==> src/rtl/sat_pkg.sv <==
`default_nettype none
// +----------------------------------------------------------------------------+
// | Module   : sat_pkg                                                         |
// | Brief    : value encodings and helpers shared by the SAT variable store    |
// | Revision : 1.0                                                             |
// +----------------------------------------------------------------------------+
package sat_pkg;

    localparam logic [1:0] VAL_FREE  = 2'b00;
    localparam logic [1:0] VAL_FALSE = 2'b01;
    localparam logic [1:0] VAL_TRUE  = 2'b10;
    localparam logic [1:0] VAL_MARK  = 2'b11;

    function automatic int clog2(input int n);
        int r;
        r = 0;
        for (int v = 1; v < n; v = v * 2) r++;
        return r;
    endfunction

    // Number of live elements after s pairing stages of an n-wide reduction.
    function automatic int stage_len(input int n, input int s);
        int len;
        len = n;
        for (int i = 0; i < s; i++) len = (len + 1) / 2;
        return len;
    endfunction

    function automatic logic [2:0] pack_val_reason(input logic [1:0] val, input logic reason);
        return {val, reason};
    endfunction

    function automatic logic is_assigned(input logic [1:0] val);
        return (val == VAL_FALSE) || (val == VAL_TRUE);
    endfunction

endpackage
`default_nettype wire

==> src/rtl/var_state_cell.sv <==
`default_nettype none
// +----------------------------------------------------------------------------+
// | Module   : var_state_cell                                                  |
// | Brief    : one variable's {val, reason, lvl} register with its update rules |
// | Revision : 1.0                                                             |
// +----------------------------------------------------------------------------+
module var_state_cell
    import sat_pkg::*;
#(
    parameter int WIDTH_LVL = 10
)
(
    input  logic                 clk,
    input  logic                 rst,
    input  logic                 i_wr,
    input  logic [WIDTH_LVL+2:0] i_state,
    input  logic                 i_bkt,
    input  logic [WIDTH_LVL-1:0] i_bkt_lvl,
    input  logic                 i_imply,
    input  logic                 i_decide,
    input  logic                 i_decide_val,
    input  logic [WIDTH_LVL-1:0] i_cur_lvl,
    input  logic [2:0]           i_var_value,
    output logic [WIDTH_LVL+2:0] o_state,
    output logic                 o_imply_hit,
    output logic                 o_conflict_hit,
    output logic                 o_literal,
    output logic [WIDTH_LVL-1:0] o_lit_lvl
);

    logic [1:0]           r_val;
    logic                 r_reason;
    logic [WIDTH_LVL-1:0] r_lvl;
    logic [1:0]           w_in_val;
    logic                 w_free;

    assign w_in_val       = i_var_value[2:1];
    assign w_free         = (r_val == VAL_FREE);
    assign o_imply_hit    = i_imply && !i_wr && w_free && is_assigned(w_in_val);
    assign o_conflict_hit = i_imply && !i_wr && is_assigned(r_val) &&
                            is_assigned(w_in_val) && (w_in_val != r_val);
    // Current-level implied vars are resolved away; only decisions stay in the clause.
    assign o_literal      = (w_in_val == VAL_MARK) && ((r_lvl != i_cur_lvl) || !r_reason);
    assign o_lit_lvl      = (o_literal && (r_lvl < i_cur_lvl)) ? r_lvl : '0;
    assign o_state        = {pack_val_reason(r_val, r_reason), r_lvl};

    always_ff @(posedge clk or posedge rst) begin
        if (rst) begin
            r_val    <= VAL_FREE;
            r_reason <= 1'b0;
            r_lvl    <= '0;
        end else if (i_wr) begin
            r_val    <= i_state[WIDTH_LVL+2:WIDTH_LVL+1];
            r_reason <= i_state[WIDTH_LVL];
            r_lvl    <= i_state[WIDTH_LVL-1:0];
        end else if (i_bkt) begin
            if (r_lvl > i_bkt_lvl) begin
                r_val    <= VAL_FREE;
                r_reason <= 1'b0;
                r_lvl    <= '0;
            end
        end else if (o_imply_hit) begin
            r_val    <= w_in_val;
            r_reason <= i_var_value[0];
            r_lvl    <= i_cur_lvl;
        end else if (i_decide && w_free) begin
            r_val    <= i_decide_val ? VAL_TRUE : VAL_FALSE;
            r_reason <= 1'b0;
            r_lvl    <= i_cur_lvl;
        end
    end

endmodule
`default_nettype wire

==> src/rtl/var_state_array.sv <==
`default_nettype none
// +----------------------------------------------------------------------------+
// | Module   : var_state_array                                                 |
// | Brief    : per-variable state store with learned-clause reduction pipeline |
// | Revision : 1.0                                                             |
// +----------------------------------------------------------------------------+
module var_state_array
    import sat_pkg::*;
#(
    parameter int NUM_VARS    = 8,
    parameter int WIDTH_LVL   = 10,
    parameter int WIDTH_C_LEN = 4,
    localparam int WIDTH_VAR_STATES = 3 + WIDTH_LVL
)
(
    input  logic                                 clk,
    input  logic                                 rst,
    input  logic [3*NUM_VARS-1:0]                var_value_i,
    output logic [3*NUM_VARS-1:0]                var_value_o,
    input  logic [NUM_VARS-1:0]                  decide_i,
    input  logic                                 decide_val_i,
    input  logic [WIDTH_LVL-1:0]                 cur_lvl_i,
    input  logic                                 apply_imply_i,
    output logic                                 find_imply_o,
    output logic                                 find_conflict_o,
    input  logic                                 analyze_start_i,
    output logic                                 analyze_done_o,
    output logic [WIDTH_LVL-1:0]                 max_lvl_o,
    output logic [WIDTH_C_LEN-1:0]               clause_len_o,
    input  logic                                 apply_bkt_i,
    input  logic [WIDTH_LVL-1:0]                 bkt_lvl_i,
    output logic                                 busy_o,
    input  logic [NUM_VARS-1:0]                  wr_states_i,
    input  logic [WIDTH_VAR_STATES*NUM_VARS-1:0] vars_states_i,
    output logic [WIDTH_VAR_STATES*NUM_VARS-1:0] vars_states_o
);

    localparam int RED_STAGES = clog2(NUM_VARS);
    localparam int STEP_W     = (RED_STAGES > 0) ? clog2(RED_STAGES + 1) : 1;
    localparam logic [STEP_W-1:0] c_step_last = STEP_W'(RED_STAGES);

    localparam logic [1:0] ST_IDLE   = 2'd0;
    localparam logic [1:0] ST_REDUCE = 2'd1;
    localparam logic [1:0] ST_DONE   = 2'd2;

    logic [1:0]                  r_state, w_state_nxt;
    logic [STEP_W-1:0]           r_step, w_step_nxt;
    logic                        r_find_imply, r_find_conflict;
    logic [WIDTH_LVL-1:0]        r_max_lvl;
    logic [WIDTH_C_LEN-1:0]      r_clause_len;
    logic                        w_start_acc, w_imply_en, w_decide_en;
    logic [NUM_VARS-1:0]         w_imply_hit, w_conflict_hit, w_lit;
    logic [WIDTH_LVL-1:0]        w_lit_lvl [NUM_VARS];
    logic [WIDTH_LVL-1:0]        r_red_lvl [0:RED_STAGES][0:NUM_VARS-1];
    logic [WIDTH_LVL-1:0]        w_red_lvl [0:RED_STAGES][0:NUM_VARS-1];
    logic [WIDTH_C_LEN-1:0]      r_red_cnt [0:RED_STAGES][0:NUM_VARS-1];
    logic [WIDTH_C_LEN-1:0]      w_red_cnt [0:RED_STAGES][0:NUM_VARS-1];

    function automatic logic [WIDTH_C_LEN-1:0] sat_add(input logic [WIDTH_C_LEN-1:0] a,
                                                       input logic [WIDTH_C_LEN-1:0] b);
        logic [WIDTH_C_LEN:0] s;
        s = {1'b0, a} + {1'b0, b};
        return s[WIDTH_C_LEN] ? '1 : s[WIDTH_C_LEN-1:0];
    endfunction

    // Global command priority; per-var load priority lives inside each cell.
    assign w_start_acc = analyze_start_i && !apply_bkt_i && (r_state == ST_IDLE);
    assign w_imply_en  = apply_imply_i && !apply_bkt_i && !analyze_start_i;
    assign w_decide_en = !apply_bkt_i && !analyze_start_i && !apply_imply_i;

    generate
        for (genvar k = 0; k < NUM_VARS; k++) begin : g_cell
            localparam int SOFS = (NUM_VARS - 1 - k) * WIDTH_VAR_STATES;
            logic [WIDTH_VAR_STATES-1:0] w_state;

            var_state_cell #(.WIDTH_LVL(WIDTH_LVL)) u_cell (
                .clk            (clk),
                .rst            (rst),
                .i_wr           (wr_states_i[k]),
                .i_state        (vars_states_i[SOFS +: WIDTH_VAR_STATES]),
                .i_bkt          (apply_bkt_i),
                .i_bkt_lvl      (bkt_lvl_i),
                .i_imply        (w_imply_en),
                .i_decide       (decide_i[k] && w_decide_en),
                .i_decide_val   (decide_val_i),
                .i_cur_lvl      (cur_lvl_i),
                .i_var_value    (var_value_i[(NUM_VARS-1-k)*3 +: 3]),
                .o_state        (w_state),
                .o_imply_hit    (w_imply_hit[k]),
                .o_conflict_hit (w_conflict_hit[k]),
                .o_literal      (w_lit[k]),
                .o_lit_lvl      (w_lit_lvl[k])
            );

            assign vars_states_o[SOFS +: WIDTH_VAR_STATES]    = w_state;
            assign var_value_o[(NUM_VARS-1-k)*3 +: 3]         = w_state[WIDTH_VAR_STATES-1 -: 3];
        end
    endgenerate

    always_ff @(posedge clk or posedge rst) begin
        if (rst) begin
            r_find_imply    <= 1'b0;
            r_find_conflict <= 1'b0;
        end else if (w_imply_en) begin
            r_find_imply    <= |w_imply_hit;
            r_find_conflict <= |w_conflict_hit;
        end
    end

    // Stage 0 snapshots the cells; each later stage halves the element count.
    always_comb begin
        for (int s = 0; s <= RED_STAGES; s++) begin
            for (int j = 0; j < NUM_VARS; j++) begin
                w_red_lvl[s][j] = '0;
                w_red_cnt[s][j] = '0;
            end
        end
        for (int j = 0; j < NUM_VARS; j++) begin
            w_red_lvl[0][j] = w_lit_lvl[j];
            w_red_cnt[0][j] = WIDTH_C_LEN'(w_lit[j]);
        end
        for (int s = 1; s <= RED_STAGES; s++) begin
            for (int j = 0; j < NUM_VARS; j++) begin
                if (j < stage_len(NUM_VARS, s)) begin
                    if (2*j + 1 < stage_len(NUM_VARS, s - 1)) begin
                        w_red_lvl[s][j] = (r_red_lvl[s-1][2*j] > r_red_lvl[s-1][(2*j+1 < NUM_VARS) ? 2*j+1 : 2*j]) ?
                                          r_red_lvl[s-1][2*j] : r_red_lvl[s-1][(2*j+1 < NUM_VARS) ? 2*j+1 : 2*j];
                        w_red_cnt[s][j] = sat_add(r_red_cnt[s-1][2*j], r_red_cnt[s-1][(2*j+1 < NUM_VARS) ? 2*j+1 : 2*j]);
                    end else begin
                        w_red_lvl[s][j] = r_red_lvl[s-1][2*j];
                        w_red_cnt[s][j] = r_red_cnt[s-1][2*j];
                    end
                end
            end
        end
    end

    always_ff @(posedge clk or posedge rst) begin
        if (rst) begin
            for (int s = 0; s <= RED_STAGES; s++) begin
                for (int j = 0; j < NUM_VARS; j++) begin
                    r_red_lvl[s][j] <= '0;
                    r_red_cnt[s][j] <= '0;
                end
            end
        end else begin
            for (int s = 0; s <= RED_STAGES; s++) begin
                for (int j = 0; j < NUM_VARS; j++) begin
                    if (s > 0 || w_start_acc) begin
                        r_red_lvl[s][j] <= w_red_lvl[s][j];
                        r_red_cnt[s][j] <= w_red_cnt[s][j];
                    end
                end
            end
        end
    end

    always_ff @(posedge clk or posedge rst) begin
        if (rst) begin
            r_state <= ST_IDLE;
            r_step  <= '0;
        end else begin
            r_state <= w_state_nxt;
            r_step  <= w_step_nxt;
        end
    end

    always_comb begin
        w_state_nxt = r_state;
        w_step_nxt  = r_step;
        case (r_state)
            ST_IDLE: begin
                if (w_start_acc) begin
                    w_state_nxt = ST_REDUCE;
                    w_step_nxt  = '0;
                end
            end
            ST_REDUCE: begin
                if (r_step == c_step_last) w_state_nxt = ST_DONE;
                else                       w_step_nxt  = r_step + STEP_W'(1);
            end
            ST_DONE:  w_state_nxt = ST_IDLE;
            default:  w_state_nxt = ST_IDLE;
        endcase
    end

    always_ff @(posedge clk or posedge rst) begin
        if (rst) begin
            r_max_lvl    <= '0;
            r_clause_len <= '0;
        end else if (r_state == ST_REDUCE && r_step == c_step_last) begin
            r_max_lvl    <= r_red_lvl[RED_STAGES][0];
            r_clause_len <= r_red_cnt[RED_STAGES][0];
        end
    end

    assign find_imply_o    = r_find_imply;
    assign find_conflict_o = r_find_conflict;
    assign analyze_done_o  = (r_state == ST_DONE);
    assign busy_o          = (r_state != ST_IDLE);
    assign max_lvl_o       = r_max_lvl;
    assign clause_len_o    = r_clause_len;

endmodule
`default_nettype wire

==> config.mk <==
export PLATFORM = sky130hd
export DESIGN_NAME = var_state_array
export DESIGN_NICKNAME = d
export VERILOG_FILES = /design/src/rtl/sat_pkg.sv /design/src/rtl/var_state_cell.sv /design/src/rtl/var_state_array.sv
export SDC_FILE = /design/constraint.sdc
export NUM_CORES = 1
export LEC_CHECK = 0
export CORE_ASPECT_RATIO = 0.9
export CORE_MARGIN = 10
export CORE_UTILIZATION = 40
export DETAILED_ROUTE_END_ITERATION = 8
export SYNTH_ARGS = -nofsm -noshare
export SYNTH_HDL_FRONTEND = slang
export SYNTH_SLANG_ARGS = --single-unit
==> constraint.sdc <==
create_clock -name clk -period 12.4 [get_ports clk]
set_input_delay 2.48 -clock clk [delete_from_list [all_inputs] [get_ports clk]]
set_output_delay 2.48 -clock clk [all_outputs]
set_load 0.005 [all_outputs]
==> results of run 1 <==
==> through the flow <==
stage	cell area [sq um]	util	hold slack (ns)	total power (W)	setup WS (ns)
after floorplan	20400	-	0.414	0.00283	1.63
after global placement	23800	0.471	0.426	0.00355	6.66
after detailed placement	23800	0.471	0.422	0.00363	6.67
after CTS	25100	0.498	0.437	0.00484	7.25
after global routing	25100	0.498	0.460	0.00517	7.17
final	25100	0.498	0.438	0.00486	7.23
==> report_power, final <==
group	internal [W]	switching [W]	total, W	leakage [nW]
clock network	0.000764	0.000430	0.00119	0.654
logic	0.000832	0.00132	0.00215	7.11
registers	0.00120	0.000304	0.00151	3.95
total	0.00280	0.00206	0.00486	11.7
==> cell usage in the layout (no fill, tap or decap), types with 8 or more instances in the layout <==
| cell type | instances |
|---|---|
| and3_1 | 73 |
| nand2b_1 | 9 |
| a32oi_1 | 8 |
| a22o_1 | 80 |
| clkbuf_16 | 37 |
| o21a_1 | 8 |
| mux2i_1 | 24 |
| dfrtp_1 | 300 |
| mux2_4 | 36 |
| bufinv_16 | 8 |
| ha_1 | 256 |
| nand2_1 | 237 |
| o21ai_0 | 106 |
| o31ai_1 | 17 |
| clkdlybuf4s50_1 | 315 |
| o211ai_1 | 71 |
| a2111oi_0 | 8 |
| buf_4 | 25 |
| nor3b_1 | 9 |
| inv_1 | 179 |
| a211oi_1 | 16 |
| clkbuf_8 | 9 |
| a221oi_1 | 86 |
| xor2_1 | 16 |
| nor3_1 | 24 |
| nor2_1 | 27 |
| nand4_1 | 119 |
| and4_1 | 9 |
| a311oi_1 | 8 |
| a21oi_1 | 76 |
| a21o_1 | 32 |
| mux2_2 | 36 |
==> how the worst max path moves through the flow <==
stage          depth (start not counted)                   endpoint   startpoint
6_report                               7  g_cell[2].u_cell.r_lvl[6]  apply_bkt_i
3_5_place_dp                           7  g_cell[0].u_cell.r_lvl[4]  apply_bkt_i
4_1_cts                                7  g_cell[0].u_cell.r_lvl[3]  apply_bkt_i
2_1_floorplan                          1            clause_len_o[0]          rst
3_3_place_gp                           7  g_cell[0].u_cell.r_lvl[8]  apply_bkt_i
5_1_grt                                8  g_cell[7].u_cell.r_lvl[8]  apply_bkt_i
==> final cells by class <==
| class | instances | area [sq um] | share of cell area |
|---|---|---|---|
| Timing Repair Buffer | 340 | 3340 | 0.133 |
| Clock buffer | 50 | 1060 | 0.0424 |
| Sequential cell | 300 | 7510 | 0.299 |
| Clock inverter | 13 | 268 | 0.0107 |
| Multi-Input combinational cell | 1471 | 11400 | 0.454 |
| Antenna cell | 1 | 2.50 | 0.0000996 |
| Tap cell | 680 | 851 | 0.0339 |
| Inverter | 180 | 683 | 0.0272 |
==> routing by layer <==
layer	wire (microns)	part of all wire
met5	17	0.00022
met4	3290	0.043
met3	6520	0.084
met2	34300	0.44
met1	33100	0.43
==> logic make-up (layout without fill, tap and decap cells) <==
| family | Yosys count | in the layout | synth area share |
|---|---|---|---|
| other cells | 0 | 1 | 0 |
| xor+xnor | 17 | 17 | 0.00730 |
| flops | 300 | 300 | 0.368 |
| fa+ha+maj | 259 | 259 | 0.160 |
| simple gates | 537 | 537 | 0.134 |
| mux | 96 | 96 | 0.0582 |
| compound gates | 562 | 562 | 0.200 |
| buf+inv | 334 | 583 | 0.0729 |
==> flip-flops by register name (all words and copies together) (netlist names) <==
| signal | cells |
|---|---|
| r_red_lvl | 150 |
| g_cell.u_cell.r_lvl | 80 |
| r_red_cnt | 26 |
| g_cell.u_cell.r_val | 16 |
| max_lvl_o | 10 |
| g_cell.u_cell.r_reason | 8 |
| clause_len_o | 4 |
| r_state | 2 |
| r_step | 2 |
| find_conflict_o | 1 |
| find_imply_o | 1 |
==> worst max-delay path, stage by stage <==
cell             delay [ns]
clkdlybuf4s50_1        0.40
buf_4                  0.23
nor3b_2                0.96
and4_1                 0.50
a311oi_1               0.17
o21ai_2                0.43
mux2_2                 0.42
==> flow_metrics.py, run 1 <==
metrics = {
    "yosys": {
        "yosysWarnings": 0,
        "netlist_area_sq_um": 20400,
        "ys_ff_latch": 300,
        "synth_area_per_cell_sq_um": 9.69,
        "synth_edf_count": 0,
        "synth-seq-area-share": 0.368,
        "ys_async_sr_fraction": 1.00,
        "synth_most_common_cell": "dfrtp_1",
        "ys_top_cells_by_count": "300 x dfrtp_1, 256 x ha_1, 237 x nand2_1",
        "synth_nets": 2534,
        "netlist.area_leader.share": 0.368,
        "yosys-top-cells-area": "dfrtp_1 37%, ha_1 16%, nand2_1 4.4%",
        "synth_cell_types": 54,
        "ys.flop_type": "dfrtp_1",
        "yosysTopAreaCell": "dfrtp_1",
        "syn-instance-count": 2105,
    },
    "clocking": {
        "cts_sinks": 300,
        "cts.clk_slew.worst_paths_ns": 0.06,
        "ctsRootBufferMaster": "clkbuf_16",
        "hold_buffers": 0,
        "cts_buffer_depth": 3,
        "clock_latency_ns": 0.56,
        "cts_resized": 0,
        "htreeDepth": 2,
        "cts_setup_buffers": 0,
        "cts_tree": "done",
        "cts-buffers-inserted": 36,
    },
    "finish": {
        "fin_nets": 2758,
        "final_cells": 3035,
        "nFillCells": 4687,
        "drive_gt1_frac": 0.0752,
        "area_growth_pct": 23.2,
    },
    "grt": {
        "top_usage_layer": "met2",
        "met2_usage": 0.389,
        "antenna_found_initial": 2,
        "grt_util_met1": 0.323,
        "grt_pass1_wl_microns": 115000,
        "grt_start_max_net_pins": 82,
        "track_usage": 0.249,
        "grt_pass1_vias": 18100,
        "use_met3": 0.0621,
        "overflow": 0,
    },
    "pwr": {
        "p_leak_nw": 11.7,
        "powerDensity_nw_per_um2": 193,
        "peakVddDrop_v": 0.0000866,
    },
    "routing": {
        "vias": 18200,
        "wl_per_cell_microns": 25.4,
        "wirelength_microns": 77200,
        "remaining_drc_errors": 0,
        "ant_nets": 0,
        "dr.pass1.iters": 6,
        "first_iter_violations": 1510,
        "avgViaCountPerCell": 5.99,
    },
    "min_path": {
        "holdCritStartpoint": "r_red_cnt[30]",
        "worstHoldEndpoint": "clause_len_o[2]",
        "min_path_type": "reg -> reg",
        "holdPathStages": 2,
    },
    "setup_path": {
        "arrival_ns": 5.61,
        "startpoint_type": "input pin",
        "cp_max_fo": 13,
        "worst_setup_path_end_kind": "flop",
        "rr_startpoint": "r_red_lvl[229]",
        "rrSetupSlack_ns": 8.82,
        "rr_worst_depth": 7,
        "crit_type": "in -> reg",
        "r2r-end": "r_red_lvl[156]",
        "worst_ep_required_time_ns": 12.84,
    },
    "floorplan": {
        "ios": 316,
        "die_area_sq_um": 60400,
        "core_area_sq_um": 50500,
        "row_count": 78,
        "initial_core_util": 0.404,
        "fp.dieH_microns": 234,
        "die_w_microns": 258,
    },
    "sta": {
        "setup_viol": 0,
        "slew_violations": 0,
        "finClkSkew_ns": 0.0201,
        "clock.fmax_mhz": 193,
        "fin_setup_tns_ns": 0,
        "tightest_slew_ns": 1.29,
        "finalHoldViolCount": 0,
        "maxSlewHeadroom": 0.132,
        "fin_crit_sh": 0.417,
        "grt_setup_unrepaired": "false",
        "post-route-min-period_ns": 5.17,
    },
    "placed_design": {
        "io_buffer_count": 315,
        "gp_congestion": 0.925,
        "dp.cells": 2971,
        "hpwl_microns": 58200,
    },
    "outcome": {
        "run_status": "complete, no violations",
    },
    "job": {
        "max_cap_violations": 0,
    },
}
Power figures use the tool's default switching activity.
==> run 2, diff against run 1 <==
==> constraint.sdc (replaced) <==
create_clock -name clk -period 4.3 [get_ports clk]
set_input_delay 0.86 -clock clk [delete_from_list [all_inputs] [get_ports clk]]
set_output_delay 0.86 -clock clk [all_outputs]
set_load 0.005 [all_outputs]
==> flow_metrics.py, run 2 (synthesis results as in run 1) <==
metrics = {
    "finish": {
        "final_common_cell": "clkdlybuf4s50_1",
        "drive_gt1_frac": 0.0864,
        "area_growth_pct": 24.0,
        "top_regs": "r_red_lvl x150, g_cell.u_cell.r_lvl x80, r_red_cnt x26",
        "fin_nets": 2783,
        "final_cell_mix": "315 x clkdlybuf4s50_1, 300 x dfrtp_1, 256 x ha_1",
        "ff_latch_area_sq_um": 7510,
        "top_register": "r_red_lvl",
        "diodes": 0,
        "nFillCells": 4682,
        "largest_reg_flops": 150,
        "multi_input_area_sq_um": 11400,
    },
    "floorplan": {
        "row_count": 78,
        "initial_core_util": 0.404,
        "ios": 316,
        "core_area_sq_um": 50500,
        "die_w_microns": 258,
        "die_area_sq_um": 60400,
        "fp.dieH_microns": 234,
    },
    "sta": {
        "post-route-min-period_ns": 3.24,
        "setup_viol": 0,
        "clock.fmax_mhz": 309,
        "maxSlewHeadroom": 0.367,
        "finalHoldViolCount": 0,
        "grt_setup_unrepaired": "false",
        "finClkSkew_ns": 0.0224,
        "worst_slack_ns": 1.06,
        "tightest_slew_ns": 0.948,
        "fin_crit_sh": 0.754,
        "slew_violations": 0,
    },
    "setup_path": {
        "worst_setup_path_end_kind": "flop",
        "crit_type": "in -> reg",
        "path_cells": "clkdlybuf4s50_1 > inv_1 > ha_1 > a21oi_1 > o21ai_0 > a2111oi_0 > o21ai_1 > buf_4 > mux2_4",
        "arrival_ns": 3.69,
        "slowest_delay_ns": 0.67,
        "worst_ep_required_time_ns": 4.75,
        "rrSetupSlack_ns": 1.57,
        "startpoint_type": "input pin",
        "cp_slowest_cell": "a2111oi_0",
        "cp_max_fo": 13,
    },
    "grt": {
        "antenna_found_initial": 5,
        "track_usage": 0.255,
        "grt_pass1_wl_microns": 117000,
        "grt_pass1_vias": 18400,
        "grt_start_max_net_pins": 83,
        "overflow": 0,
    },
    "routing": {
        "vias": 18500,
        "remaining_drc_errors": 0,
        "dr.pass1.iters": 5,
        "avgViaCountPerCell": 6.05,
        "wl_per_cell_microns": 25.6,
        "wirelength_microns": 78300,
        "first_iter_violations": 1911,
        "ant_nets": 0,
    },
    "placed_design": {
        "place_ws_ns": 0.554,
        "gp_congestion": 0.977,
        "io_buffer_count": 315,
        "hpwl_microns": 60300,
    },
    "clocking": {
        "cts_sinks": 300,
        "cts_setup_buffers": 0,
        "htreeDepth": 2,
        "cts_tree": "done",
        "cts_resized": 0,
        "clock_latency_ns": 0.57,
        "cts.clk_slew.worst_paths_ns": 0.06,
        "cts-buffers-inserted": 37,
        "ctsRootBufferMaster": "clkbuf_16",
        "cts_buffer_depth": 3,
        "hold_buffers": 0,
    },
    "pwr": {
        "peakVddDrop_v": 0.000263,
        "p_leak_nw": 11.8,
        "powerDensity_nw_per_um2": 551,
        "total_power_w": 0.0139,
    },
    "min_path": {
        "min_path_type": "reg -> reg",
    },
    "outcome": {
        "run_status": "complete, no violations",
    },
    "job": {
        "max_cap_violations": 0,
    },
}
## run 2: cell count changes in the layout (fill, tap and decap cells not counted), moves of 2 or more
cell and change:
buf_12 +4, clkbuf_16 +2, clkinv_4 +2, bufinv_16 -5, inv_6 +3, clkinvlp_4 +4, buf_4 +20, clkbuf_8 -2
## run 2: area by class of cell
cell class | count | share of cell area
multi-input cells | 1471 | 0.451
flip-flops and latches | 300 | 0.297
repair buffers | 364 | 0.141
clock buffers | 50 | 0.0430
well taps | 680 | 0.0336
inverters | 180 | 0.0269
clock inverters | 18 | 0.00791
## run 2: routing by layer
metal  vias up  GRT usage  wire length (microns)
met2       869      0.408                  35200
met4         6     0.0803                   2180
met5         -          0                     34
met3       129     0.0575                   6810
met1      9158      0.338                  34100
li1       8375          -                      -
## run 2: path summary, 6_finish.rpt
path,start,endpoint,cells after the start
max,bkt_lvl_i[5],g_cell[6].u_cell.r_lvl[3],9
min,r_red_lvl[75],max_lvl_o[5],2
max reg2reg,r_red_lvl[209],r_red_lvl[140],8
min reg2reg,r_red_lvl[75],max_lvl_o[5],2
max in group asynchronous,rst,r_red_lvl[229],3
min in group asynchronous,rst,r_red_cnt[30],2
## run 2: stage by stage
step / TNS [ns] / util / instances / instance area, sq um / hold WS [ns]
floorplan: -164.12 / - / 2105 / 20400 / 0.414
global placement: 0 / 0.476 / 2995 / 24000 / 0.421
detailed placement: 0 / 0.476 / 2995 / 24000 / 0.425
CTS: 0 / 0.501 / 3063 / 25300 / 0.443
global route: 0 / 0.501 / 3063 / 25300 / 0.462
finish: 0 / 0.501 / 3063 / 25300 / 0.436
## run 2: critical path: cells and delay by family
family,cells,cell delay [ns]
adders and majority gates,1,0.35
buffers and inverters,3,1.08
muxes,1,0.32
AOI/OAI and AO/OA,4,1.06
## run 2: where the power goes
group	switching [W]	internal (W)	leakage, nW
sequential	0.000903	0.00347	3.95
combinational	0.00381	0.00246	7.24
clock	0.00130	0.00197	0.626
total	0.00602	0.00791	11.8
==> run 3, diff against run 2 <==
==> constraint.sdc (replaced) <==
create_clock -name clk -period 2.9 [get_ports clk]
set_input_delay 0.58 -clock clk [delete_from_list [all_inputs] [get_ports clk]]
set_output_delay 0.58 -clock clk [all_outputs]
set_load 0.005 [all_outputs]
==> flow_metrics.py, run 3 (synthesis results as in run 1) <==
metrics = {
    "outcome": {
        "run_status": "complete, no violations",
    },
    "finish": {
        "fin_nets": 2965,
        "final_common_cell": "clkdlybuf4s50_1",
        "largest_reg_flops": 150,
        "top_regs": "r_red_lvl x150, g_cell.u_cell.r_lvl x80, r_red_cnt x26",
        "diodes": 0,
        "post-route-util": 0.531,
        "final_cells": 3240,
        "drive_gt1_frac": 0.149,
        "area_growth_pct": 31.3,
        "final_cell_mix": "315 x clkdlybuf4s50_1, 300 x dfrtp_1, 256 x ha_1",
        "final_area_sq_um": 26800,
        "top_register": "r_red_lvl",
    },
    "sta": {
        "maxSlewHeadroom": 0.393,
        "setup_viol": 0,
        "clock.fmax_mhz": 360,
        "fin_crit_sh": 0.959,
        "finalHoldViolCount": 0,
        "slew_violations": 0,
        "grt_setup_unrepaired": "false",
        "finClkSkew_ns": 0.0256,
        "tightest_slew_ns": 0.903,
        "post-route-min-period_ns": 2.78,
    },
    "pwr": {
        "p_leak_nw": 12.7,
        "total_power_w": 0.0210,
        "powerDensity_nw_per_um2": 784,
        "peakVddDrop_v": 0.000551,
    },
    "floorplan": {
        "die_w_microns": 258,
        "row_count": 78,
        "fp.dieH_microns": 234,
        "initial_core_util": 0.404,
        "die_area_sq_um": 60400,
        "ios": 316,
        "core_area_sq_um": 50500,
    },
    "clocking": {
        "cts-buffers-inserted": 36,
        "cts_buffer_depth": 3,
        "htreeDepth": 2,
        "ctsRootBufferMaster": "clkbuf_16",
        "cts_sinks": 300,
        "cts_tree": "done",
        "clock_latency_ns": 0.56,
        "cts.clk_slew.worst_paths_ns": 0.06,
    },
    "setup_path": {
        "cp_max_fo": 11,
        "slowest_delay_ns": 0.62,
        "crit_type": "in -> reg",
        "arrival_ns": 3.21,
        "worst_ep_required_time_ns": 3.33,
        "cp_slowest_cell": "a2111oi_2",
        "worst_setup_path_end_kind": "flop",
        "startpoint_type": "input pin",
        "path_cells": "clkdlybuf4s50_1 > inv_1 > ha_1 > a21oi_1 > o21ai_0 > a2111oi_2 > o21ai_2 > mux2_4",
    },
    "routing": {
        "ant_nets": 0,
        "dr.max_layer_used": "met5",
        "met2_length_microns": 36900,
        "remaining_drc_errors": 0,
        "avgViaCountPerCell": 5.88,
        "wl_met3_microns": 6590,
        "wirelength_microns": 81500,
        "met1_length_microns": 34800,
        "vias": 19000,
        "dr.pass1.iters": 5,
        "wl_per_cell_microns": 25.1,
        "first_iter_violations": 1562,
    },
    "job": {
        "max_cap_violations": 0,
    },
    "grt": {
        "grt_pass1_wl_microns": 122000,
        "grt_start_max_net_pins": 73,
        "track_usage": 0.264,
        "antenna_found_initial": 1,
        "grt_pass1_vias": 19400,
        "overflow": 0,
    },
    "placed_design": {
        "place_area_sq_um": 25600,
        "gp_congestion": 0.998,
        "dp.cells": 3176,
        "hpwl_microns": 64700,
        "io_buffer_count": 315,
    },
    "min_path": {
        "min_path_type": "reg -> reg",
    },
}
-- run 3: cell types whose count changed in the layout (fill, tap and decap cells not counted), sizes merged --
cell      change
buf         +183
clkbuf        +4
inv           -3
clkinv        -2
bufinv        -3
clkinvlp      -2
-- run 3: stage by stage --
| stage | TNS [ns] | setup slack (ns) | hold WS (ns) |
|---|---|---|---|
| 3_3_place_gp | -39.47 | -0.953 | 0.419 |
| 4_1_cts | 0 | 0.106 | 0.434 |
| 5_1_grt | 0 | 0.0195 | 0.461 |
| 2_1_floorplan | -500.12 | -1.67 | 0.414 |
| 6_report | 0 | 0.119 | 0.432 |
| 3_5_place_dp | -43.95 | -0.976 | 0.426 |
-- run 3: layout make-up --
class	instances	area [sq um]
Fill cell	4529	23700
Multi-Input combinational cell	1471	11400
Sequential cell	300	7510
Timing Repair Buffer	547	5180
Clock buffer	54	1100
Tap cell	680	851
Inverter	180	679
Clock inverter	8	60.1
-- run 3: final timing paths --
path                                      startpoint                        end  slack (ns)  cells past startpoint
max                                     bkt_lvl_i[5]  g_cell[5].u_cell.r_lvl[2]        0.12                      8
min                                    r_red_lvl[74]               max_lvl_o[4]        0.43                      2
max reg2reg                g_cell[5].u_cell.r_lvl[5]  g_cell[5].u_cell.r_lvl[2]        0.28                      6
min in group asynchronous                        rst             r_red_lvl[140]        0.48                      2
max in group asynchronous                        rst             r_red_lvl[267]        1.50                      3
min reg2reg                            r_red_lvl[74]               max_lvl_o[4]        0.43                      2
-- run 3: per-layer routing --
metal	track usage	vias up
li1	-	8719
met4	0.108	2
met1	0.336	9321
met5	0	-
met3	0.0623	169
met2	0.427	836
-- run 3: report_power, final --
part | switching [W] | internal (W)
Combinational | 0.00605 | 0.00420
Sequential | 0.00112 | 0.00516
Clock | 0.00185 | 0.00263
-- run 3: worst max-delay path, delay by kind of cell --
| family | cells | cell delay [ns] |
|---|---|---|
| adders and majority gates | 1 | 0.35 |
| muxes | 1 | 0.38 |
| AOI/OAI and AO/OA | 4 | 1.27 |
| buffers and inverters | 2 | 0.61 |
-- run 3: timing repair --
| item | CTS | global route |
|---|---|---|
| gates resized for setup | 2 | 1 |
| pin swaps | 0 | 2 |
| cloned | 0 | 0 |
| setup buffers | 0 | 2 |
| hold buffers | 0 | 0 |
| setup endpoints to repair | 13 | 23 |
